File: config.mk
export PLATFORM = sky130hd
export DESIGN_NAME = param_updown_counter
export DESIGN_NICKNAME = d
export VERILOG_FILES = /design/src/rtl/param_updown_counter.sv
export SDC_FILE = /design/constraint.sdc
export NUM_CORES = 1
export LEC_CHECK = 0
export ABC_CLOCK_PERIOD_IN_PS = 2650
export BUFFER_PORTS_ARGS = -buffer_cell sky130_fd_sc_hd__buf_2
export CAP_MARGIN = 30
export CORE_UTILIZATION = 28
export DETAILED_ROUTE_END_ITERATION = 8
export GPL_ROUTABILITY_DRIVEN = 0
export GPL_TIMING_DRIVEN = 0
export PLACE_DENSITY_LB_ADDON = 0.05
export SETUP_SLACK_MARGIN = 0.2
export SLEW_MARGIN = 20
export SYNTH_ARGS = -nofsm -noshare
export SYNTH_HDL_FRONTEND = slang
export SYNTH_SLANG_ARGS = --single-unit
File: constraint.sdc
create_clock -name clk -period 2.65 [get_ports clk]
set_input_delay 0.265 -clock clk [delete_from_list [all_inputs] [get_ports clk]]
set_output_delay 0.265 -clock clk [all_outputs]
set_load 0.01 [all_outputs]
File: src/rtl/param_updown_counter.sv
// Parametrised modulo-MODULUS up/down counter with load, wrap/saturate modes,
// terminal-count flag, wrap pulse and a wrap-event counter.
module param_updown_counter #(
  parameter int unsigned WIDTH     = 4,
  parameter int unsigned MODULUS   = 16,
  parameter int unsigned RESET_VAL = 0,
  parameter bit          SATURATE  = 1'b0,
  parameter int unsigned WRAP_W    = 8
) (
  input  logic              clk,
  input  logic              rst,
  input  logic              en,
  input  logic              up_dn,
  input  logic              load,
  input  logic [WIDTH-1:0]  load_val,
  output logic [WIDTH-1:0]  out,
  output logic              tc,
  output logic              wrap,
  output logic              sat,
  output logic [WRAP_W-1:0] wrap_cnt
);

  localparam logic [WIDTH-1:0] MaxVal   = WIDTH'(MODULUS - 1);
  localparam logic [WIDTH-1:0] ResetVal = WIDTH'(RESET_VAL);
  // One extra bit so MODULUS == 2**WIDTH is representable for the load clamp.
  localparam logic [WIDTH:0]   ModExt   = (WIDTH + 1)'(MODULUS);

  logic [WIDTH-1:0]  out_d;
  logic              wrap_d;
  logic              sat_d;
  logic [WRAP_W-1:0] wrap_cnt_d;

  logic at_max;
  logic at_min;

  assign at_max = (out == MaxVal);
  assign at_min = (out == '0);
  assign tc     = up_dn ? at_max : at_min;

  always_comb begin
    out_d      = out;
    wrap_d     = 1'b0;
    sat_d      = 1'b0;
    wrap_cnt_d = wrap_cnt;
    if (load) begin
      out_d = ({1'b0, load_val} < ModExt) ? load_val : MaxVal;
    end else if (en) begin
      if (up_dn) begin
        if (!at_max) begin
          out_d = out + 1'b1;
        end else if (SATURATE) begin
          sat_d = 1'b1;
        end else begin
          out_d      = '0;
          wrap_d     = 1'b1;
          wrap_cnt_d = wrap_cnt + 1'b1;
        end
      end else begin
        if (!at_min) begin
          out_d = out - 1'b1;
        end else if (SATURATE) begin
          sat_d = 1'b1;
        end else begin
          out_d      = MaxVal;
          wrap_d     = 1'b1;
          wrap_cnt_d = wrap_cnt + 1'b1;
        end
      end
    end
  end

  always_ff @(posedge clk) begin
    if (rst) begin
      out      <= ResetVal;
      wrap     <= 1'b0;
      sat      <= 1'b0;
      wrap_cnt <= '0;
    end else begin
      out      <= out_d;
      wrap     <= wrap_d;
      sat      <= sat_d;
      wrap_cnt <= wrap_cnt_d;
    end
  end

endmodule
; After elaboration in Yosys (flattened, before gate mapping)
; Index checks and enable logic that the tools add are counted.
[word_totals]
regBits = 13
word_cells = 27
inputBits = 9
[classes]
eq_ne = 2
addsub = 3
n_reduce_logical = 5
bitwise_logic = 2
muxes = 12
[op_table]
columns = cell, count
row1 = 8-bit two-way mux, 3
row2 = 4-bit two-way mux, 5
row3 = 8-bit by 1-bit adder with 8-bit output (second input constant), 1
row4 = 4-bit by 1-bit adder with 4-bit output (second input constant), 1
row5 = 4-bit equality test (second input constant), 1
row6 = 4-bit logical NOT, 1
row7 = 1-bit two-way mux, 4
row8 = 4-bit AND reduction, 1
row9 = 2-bit nonzero test, 2
row10 = 4-bit by 1-bit subtractor with 4-bit output (second input constant), 1
row11 = 3-bit OR reduction, 1
row12 = 2-bit by 1-bit inequality test with 1-bit output (second input constant), 1
row13 = 1-bit inverter, 2

; Longest topological paths before layout
; Gate-level depths: netlist (run 1).
[depth]
depth_word = 5
depth_mapped = 7

; Worst setup path before layout (run 1)
; No wires, ideal clock.
[synth_timing]
path_kind = register to register
start = register out[0]
end = register wrap_cnt[5]
t_required_ns = 2.522
arrival_ns = 1.770
setup_slack_ns = 0.752
path_stages_with_launch = 8
period_less_slack_ns = 1.898
cell_sequence = dfxtp_1 inv_1 ha_1 or4b_4 buf_6 a2111oi_4 xnor2_1 nor2_1
[synth_via]
elab_chain_cells = 3
elab_cells_between_ends = 5
classes_between = eq/ne: 2 / reduce/logical: 3
[synth_rtl]
columns = item, line_no
row1 = start: declaration, 16  ; output logic [WIDTH-1:0] out,
row2 = start signal: assignment, 74  ; out <= ResetVal;
row3 = start signal: assignment, 79  ; out <= out_d;
row4 = 4-bit equality test or 4-bit logical NOT (tied branches), "36, 37"
row5 = 2-bit by 1-bit inequality test with 1-bit output (no source line) or 2-bit nonzero test (tied branches), -
row6 = 4-bit AND reduction (no source line) (*), -
row7 = end signal: assignment, 82  ; wrap_cnt <= wrap_cnt_d;
row8 = end: declaration, 20  ; output logic [WRAP_W-1:0] wrap_cnt
; Every way passes the cells marked *; elsewhere a longest branch is shown, timed or not.
; A chain may end at the register's enable or synchronous reset.

; Worst setup path after layout (run 1)
[layout_timing]
start = register out[0]
end = output tc
[layout_via]
elab_chain_cells = 2
elab_cells_between_ends = 3
classes_between = eq/ne: 1 / mux: 1 / reduce/logical: 1
[layout_rtl]
columns = item, line_no
row1 = 4-bit equality test or 4-bit logical NOT (tied branches), "36, 37"
row2 = 1-bit two-way mux (*), 38  ; assign tc = up_dn ? at_max : at_min;
row3 = end: declaration, 17  ; output logic tc,
; Marks and branches as above.

==> results of run 1 <==
## layout make-up
type	count	area, sq um
fill	304	1780
multi-input combinational	64	474
sequential	13	260
timing repair buffer	20	100
buffer	5	47.5
tap	31	38.8
inverter	9	33.8
clock buffer	4	26.3
## metrics by stage
stage                     hold WS [ps]  cell area, sq um  cells
after floorplan                    337               816     91
after global placement             502               955    142
after detailed placement           508               955    142
after CTS                          210               981    146
after global routing               204               981    146
final                              216               981    146
## cells by family (layout without fill, tap and decap cells)
kind of cell               Yosys count  after routing
AOI/OAI and AO/OA                   21             21
xor gates and xnor gates             9              9
adders and majority gates            3              3
buffers and inverters               14             38
DFF                                 13             13
muxes                                3              3
other                                1              1
and+or+nand+nor                     27             27
## worst reg2reg max path: stages, from the launching register on
cell and delay, ps:
dfxtp_1 400, inv_1 100, ha_1 200, or4b_4 470, buf_6 160, a2111oi_4 360
xnor2_1 170, nor2_1 50
## flip-flops by register name, summed over array words and instances (netlist names)
name / cells
wrap: 1
wrap_cnt: 8
out: 4
## cell usage in the layout, fill, tap and decap left out, drive strengths merged, types with 2 or more instances in the layout
master / n
a2111oi: 2
nand3: 2
nand2: 3
a221oi: 2
a211oi: 4
inv: 9
nor2: 11
clkbuf: 6
nor2b: 2
o21ai: 3
a21oi: 5
buf: 23
xnor2: 9
dfxtp: 13
ha: 3
nand4: 2
mux2i: 3
## how the worst min path moves through the flow
stage / slack (ps) / to / from / cells past startpoint
2_1_floorplan: 340 / out[1] / rst / 1
3_3_place_gp: 500 / wrap_cnt[7] / wrap_cnt[7] / 2
3_5_place_dp: 510 / wrap_cnt[7] / wrap_cnt[7] / 2
4_1_cts: 210 / wrap / rst / 2
5_1_grt: 200 / wrap / rst / 2
6_report: 220 / wrap / rst / 2
## routing by layer
metal  wire length (um)  vias up  global-route usage (%)
met2                747       19                    17.7
met1                918      319                    18.5
met4                 16        0                    3.14
met3                 84        2                    5.12
met5                  0        -                       0
li1                   -      367                       -
## power breakdown
part | switching, mW | total, mW | internal [mW]
combinational | 0.0409 | 0.0808 | 0.0400
sequential | 0.0114 | 0.213 | 0.201
clock | 0.0688 | 0.127 | 0.0584
==> out/metrics.yaml, run 1 <==
outcome:
  outcome: "complete, no violations"
sta:
  setup_ws_ps: 578
  min_period_ps: 2070
  hold_viol_final: 0
  drv_slew: 0
  clock_skew_ps: 6.10
  rsz0062_at_grt: "false"
  fmax_mhz: 483
  setup_violations: 0
  setup_tns_ps: 0
  fin_crit_sh_pct: 78.2
setup_path:
  path_class: "flip-flop to output pin"
  critPathCapture: "tc"
  max_stage_delay_ps: 470
  cp_top_family: "simple AND/OR/NAND/NOR gates"
  cp-start-kind: "flip-flop"
  cp_slowest_cell: "or4b_4"
  worst-path-max-fanout: 9
  path_cells: "inv_1 > ha_1 > or4b_4 > buf_6 > nand2_1 > buf_2"
  arrival_ps: 1810
  r2r-end: "wrap_cnt[5]"
  r2r_start: "out[0]"
  path_depth: 6
  cp-end-kind: "output pin"
  reg2reg_depth: 7
  cp-startpoint: "out[0]"
  path_buf_inv: 3
  rrSetupSlack_ps: 620
  critPathRequiredTime_ps: 2380
clock_tree:
  cts-root-buf: "clkbuf_4"
  clock_latency_ps: 280
  postCtsSetupBuffers: 0
  clockBufferDepth: 2
  ctsResizeCount: 0
  cts-buffers-inserted: 3
  clk_pin_slew_ps: 90
  cts-htree-levels: 1
  cts_hold_buf: 0
  cts_tree: "done"
  cts_num_sinks: 13
job:
  maxCapViolCount: 0
yosys:
  synthesis.area_sq_um: 816
  synth_ff_type: "dfxtp_1"
  yosysTopAreaCell: "dfxtp_1"
  yosys-top-cells-count: "dfxtp_1 (13), nor2_1 (11), inv_1 (9), xnor2_1 (9), a21oi_1 (5)"
  syn_area_per_cell_sq_um: 8.96
  synth_edf_count: 0
  synth_most_common_cell: "dfxtp_1"
  yosys.area_share.xor_xnor_pct: 9.66
  yosys.area_share.simple_pct: 17.6
  synth_top_family_by_area: "compound AO/OA/AOI/OAI gates"
  synthMuxAreaShare_pct: 3.68
  synth_adder_area_share_pct: 4.60
  syn_nets: 103
  netlist_instances: 91
  synth_cell_types: 32
  synthArstFlopShare_pct: 0
  synth_area_leaders: "dfxtp_1 (32%), xnor2_1 (9.7%), a2111oi_4 (6.7%), nor2_1 (5.1%), ha_1 (4.6%)"
  yosysWarnings: 0
  yosysTopAreaCellShare_pct: 31.9
  ys_seq_area_share_pct: 31.9
  ys_ff_latch: 13
  synth-compound-area-share_pct: 22.1
global_route:
  grt_pass1_wl_um: 3070
  gr-total-overflow: 0
  antenna_found_initial: 0
  grt_max_degree: 11
  grt_pass1_vias: 621
  track_usage_pct: 12.8
final_layout:
  design.final.nets: 128
  post-route-util_pct: 35.6
  num_antenna_cells: 0
  drive_above_1_share_pct: 27.0
  area_growth_pct: 20.2
power:
  power_density_mw_per_mm2: 429
  vdd_drop_max_v: 0.000233
  p_total_mw: 0.421
  leakagePower_nw: 0.398
die:
  coreArea_sq_mm: 0.00276
  placementRows: 19
  die_area_sq_mm: 0.00313
  initial_core_util_pct: 29.6
  die_h_um: 56.0
  die_w_um: 56.0
  io_pins: 24
route:
  drc: 0
  wl_per_cell_um: 12.1
  drt.antenna.violating_nets: 0
  first_pass_iters: 4
  via_per_inst: 4.84
  drtIter0Drc: 17
  vias: 707
  wirelength_um: 1770
placed_design:
  io_buffers: 20
  place_ws_ps: 629
  dpl.hpwl_um: 1320
min_path:
  worst_hold_path_type: "input pin to flip-flop"
(Power assumes the default switching activity.)
==> inputs of run 2 (changes only) <==
Settings changed: ABC_CLOCK_PERIOD_IN_PS 2650 to 1900.
Clock period 2.65 ns to 1.9 ns, I/O delays scaled along.
==> run 2 against run 1 <==
Against the previous run:
- worst hold slack worse by 80 ps
- utilization is 3.2 points higher
- critical path depth grew 1
- critical path type is now flip-flop to flip-flop
- largest power group unchanged
==> out/metrics.yaml, run 2 (synthesis gave the netlist of run 1 again) <==
sta:
  fin_crit_sh_pct: 94.7
  setup_ws_ps: 101  # -477 ps
  setup_tns_ps: 0  # unchanged
  min_period_ps: 1800
  fmax_mhz: 556
  hold_viol_final: 0  # unchanged
  drv_slew: 0  # unchanged
  setup_violations: 0  # unchanged
  clock_skew_ps: 2.26  # -3.84 ps
  rsz0062_at_grt: "true"
global_route:
  gr-total-overflow: 0  # unchanged
  grt_max_degree: 11  # unchanged
  grt_pass1_vias: 645  # +3.9%
  grt_pass1_wl_um: 2970  # -3.4%
  track_usage_pct: 12.3  # -0.49 points
  antenna_found_initial: 0  # unchanged
clock_tree:
  clock_latency_ps: 270  # about the same
  cts_tree: "done"
  cts-root-buf: "clkbuf_4"
  cts_num_sinks: 13  # unchanged
  clk_pin_slew_ps: 80  # about the same
  cts-buffers-inserted: 3  # unchanged
  cts_hold_buf: 0  # unchanged
  cts-htree-levels: 1  # unchanged
  clockBufferDepth: 2  # unchanged
route:
  dr_wl_met3_um: 90  # +7.1%
  top_layer: "met4"
  wirelength_um: 1870  # +5.8%
  drt.antenna.violating_nets: 0  # unchanged
  via_per_inst: 4.77  # -1.5%
  met1_length_um: 986  # +7.4%
  drc: 0  # unchanged
  vias: 720  # +1.8%
  wl_per_cell_um: 12.4  # +2.3%
  drtIter0Drc: 13  # -4
  first_pass_iters: 4  # unchanged
  wl_met2_um: 777  # +4.0%
die:
  die_w_um: 56.0  # unchanged
  initial_core_util_pct: 29.6  # unchanged
  die_h_um: 56.0  # unchanged
  coreArea_sq_mm: 0.00276  # unchanged
  placementRows: 19  # unchanged
  die_area_sq_mm: 0.00313  # unchanged
  io_pins: 24  # unchanged
setup_path:
  r2r-end: "wrap_cnt[7]"
  worst-path-max-fanout: 8  # -1
  rrSetupSlack_ps: 100  # -520 ps
  arrival_ps: 1950  # +140 ps
  r2r_start: "out[1]"
  path_class: "flip-flop to flip-flop"
  path_depth: 7  # +1
  cp-start-kind: "flip-flop"
  critPathRequiredTime_ps: 2050  # -330 ps
  cp_slowest_cell: "or4b_4"
  path_buf_inv: 2  # -1
  cp-end-kind: "flip-flop"
  cp_top_family: "simple AND/OR/NAND/NOR gates"
  max_stage_delay_ps: 460  # about the same
  reg2reg_depth: 7  # unchanged
  path_cells: "inv_4 > ha_4 > or4b_4 > buf_8 > a2111oi_4 > xnor2_1 > nor2_1"
final_layout:
  largest_register_ffs: 8  # unchanged
  design.final.nets: 133  # +3.9%
  area_growth_pct: 31.1
  final_common_cell: "buf_2"
  reg.largest.list: "wrap_cnt: 8 flops, out: 4 flops, wrap: 1 flops"
  final_cell_area_sq_mm: 0.00107  # +9.1%
  fill_cells: 295  # -3.0%
  drive_above_1_share_pct: 37.5  # +11 points
  top_register: "wrap_cnt"
  num_antenna_cells: 0  # unchanged
  layoutNonFillerInstCount: 151  # +3.4%
  final_cell_mix: "buf_2 (20), nor2_1 (11), dfxtp_1 (10)"
placed_design:
  dp.cells: 142  # unchanged
  dpl.hpwl_um: 1270  # -3.9%
  io_buffers: 20  # unchanged
  place_ws_ps: 10.0  # -619 ps
  postPlaceCellArea_sq_um: 978  # +2.5%
outcome:
  outcome: "complete, no violations"
power:
  vdd_drop_max_v: 0.000377  # +62%
  p_total_mw: 0.608  # +45%
  power_density_mw_per_mm2: 569  # +33%
  leakagePower_nw: 0.427  # +7.1%
min_path:
  hold_depth: 2  # unchanged
  holdPathEnd: "out[1]"
  worst_hold_path_type: "input pin to flip-flop"
  holdCritStartpoint: "rst"
job:
  maxCapViolCount: 0  # unchanged
==> run 2: routing by layer <==
layer	vias up	global-route usage (%)
met1	322	17.3
li1	372	-
met3	2	5.12
met2	24	16.8
met4	0	4.18
met5	-	0
==> run 2: how the worst max path moves through the flow <==
stage	startpoint	end	slack, ps
floorplan	out[1]	wrap_cnt[5]	150
global route	out[1]	wrap_cnt[7]	30
global placement	out[0]	wrap_cnt[5]	7
CTS	out[0]	wrap_cnt[7]	80
detailed placement	out[0]	wrap_cnt[7]	10
finish	out[1]	wrap_cnt[7]	100
==> run 2: through the flow <==
step                      utilization, %  hold WS [ps]
after CTS                           37.8           126
final                               38.8           136
after global routing                38.8           122
after detailed placement            35.5           426
after global placement              35.5           431
after floorplan                        -           252
==> run 2: area by class of cell <==
cell class	instances	area [sq um]	share of cell area (%)
clock buffers	4	26.3	2.46
well taps	31	38.8	3.63
plain buffers	5	51.3	4.80
inverters	9	38.8	3.63
flip-flops and latches	13	272	25.4
repair buffers	25	138	12.9
multi-input cells	64	505	47.3
==> run 2: worst register-to-register path, cell delays in order (launching register included) <==
cell	delay (ps)
dfxtp_4	360
inv_4	60
ha_4	120
or4b_4	460
buf_8	160
a2111oi_4	320
xnor2_1	150
nor2_1	50
==> run 2: repair_timing <==
action,CTS,global route
endpoints found under the setup margin,10,10
setup buffers,4,1
gates resized for setup,3,5
hold endpoints to repair,0,0
pin swaps,2,2
==> run 2: power by group <==
part	leakage [nW]	switching (mW)	internal (mW)
Clock	0.0150	0.0919	0.0814
Combinational	0.304	0.0695	0.0720
Sequential	0.108	0.0131	0.281
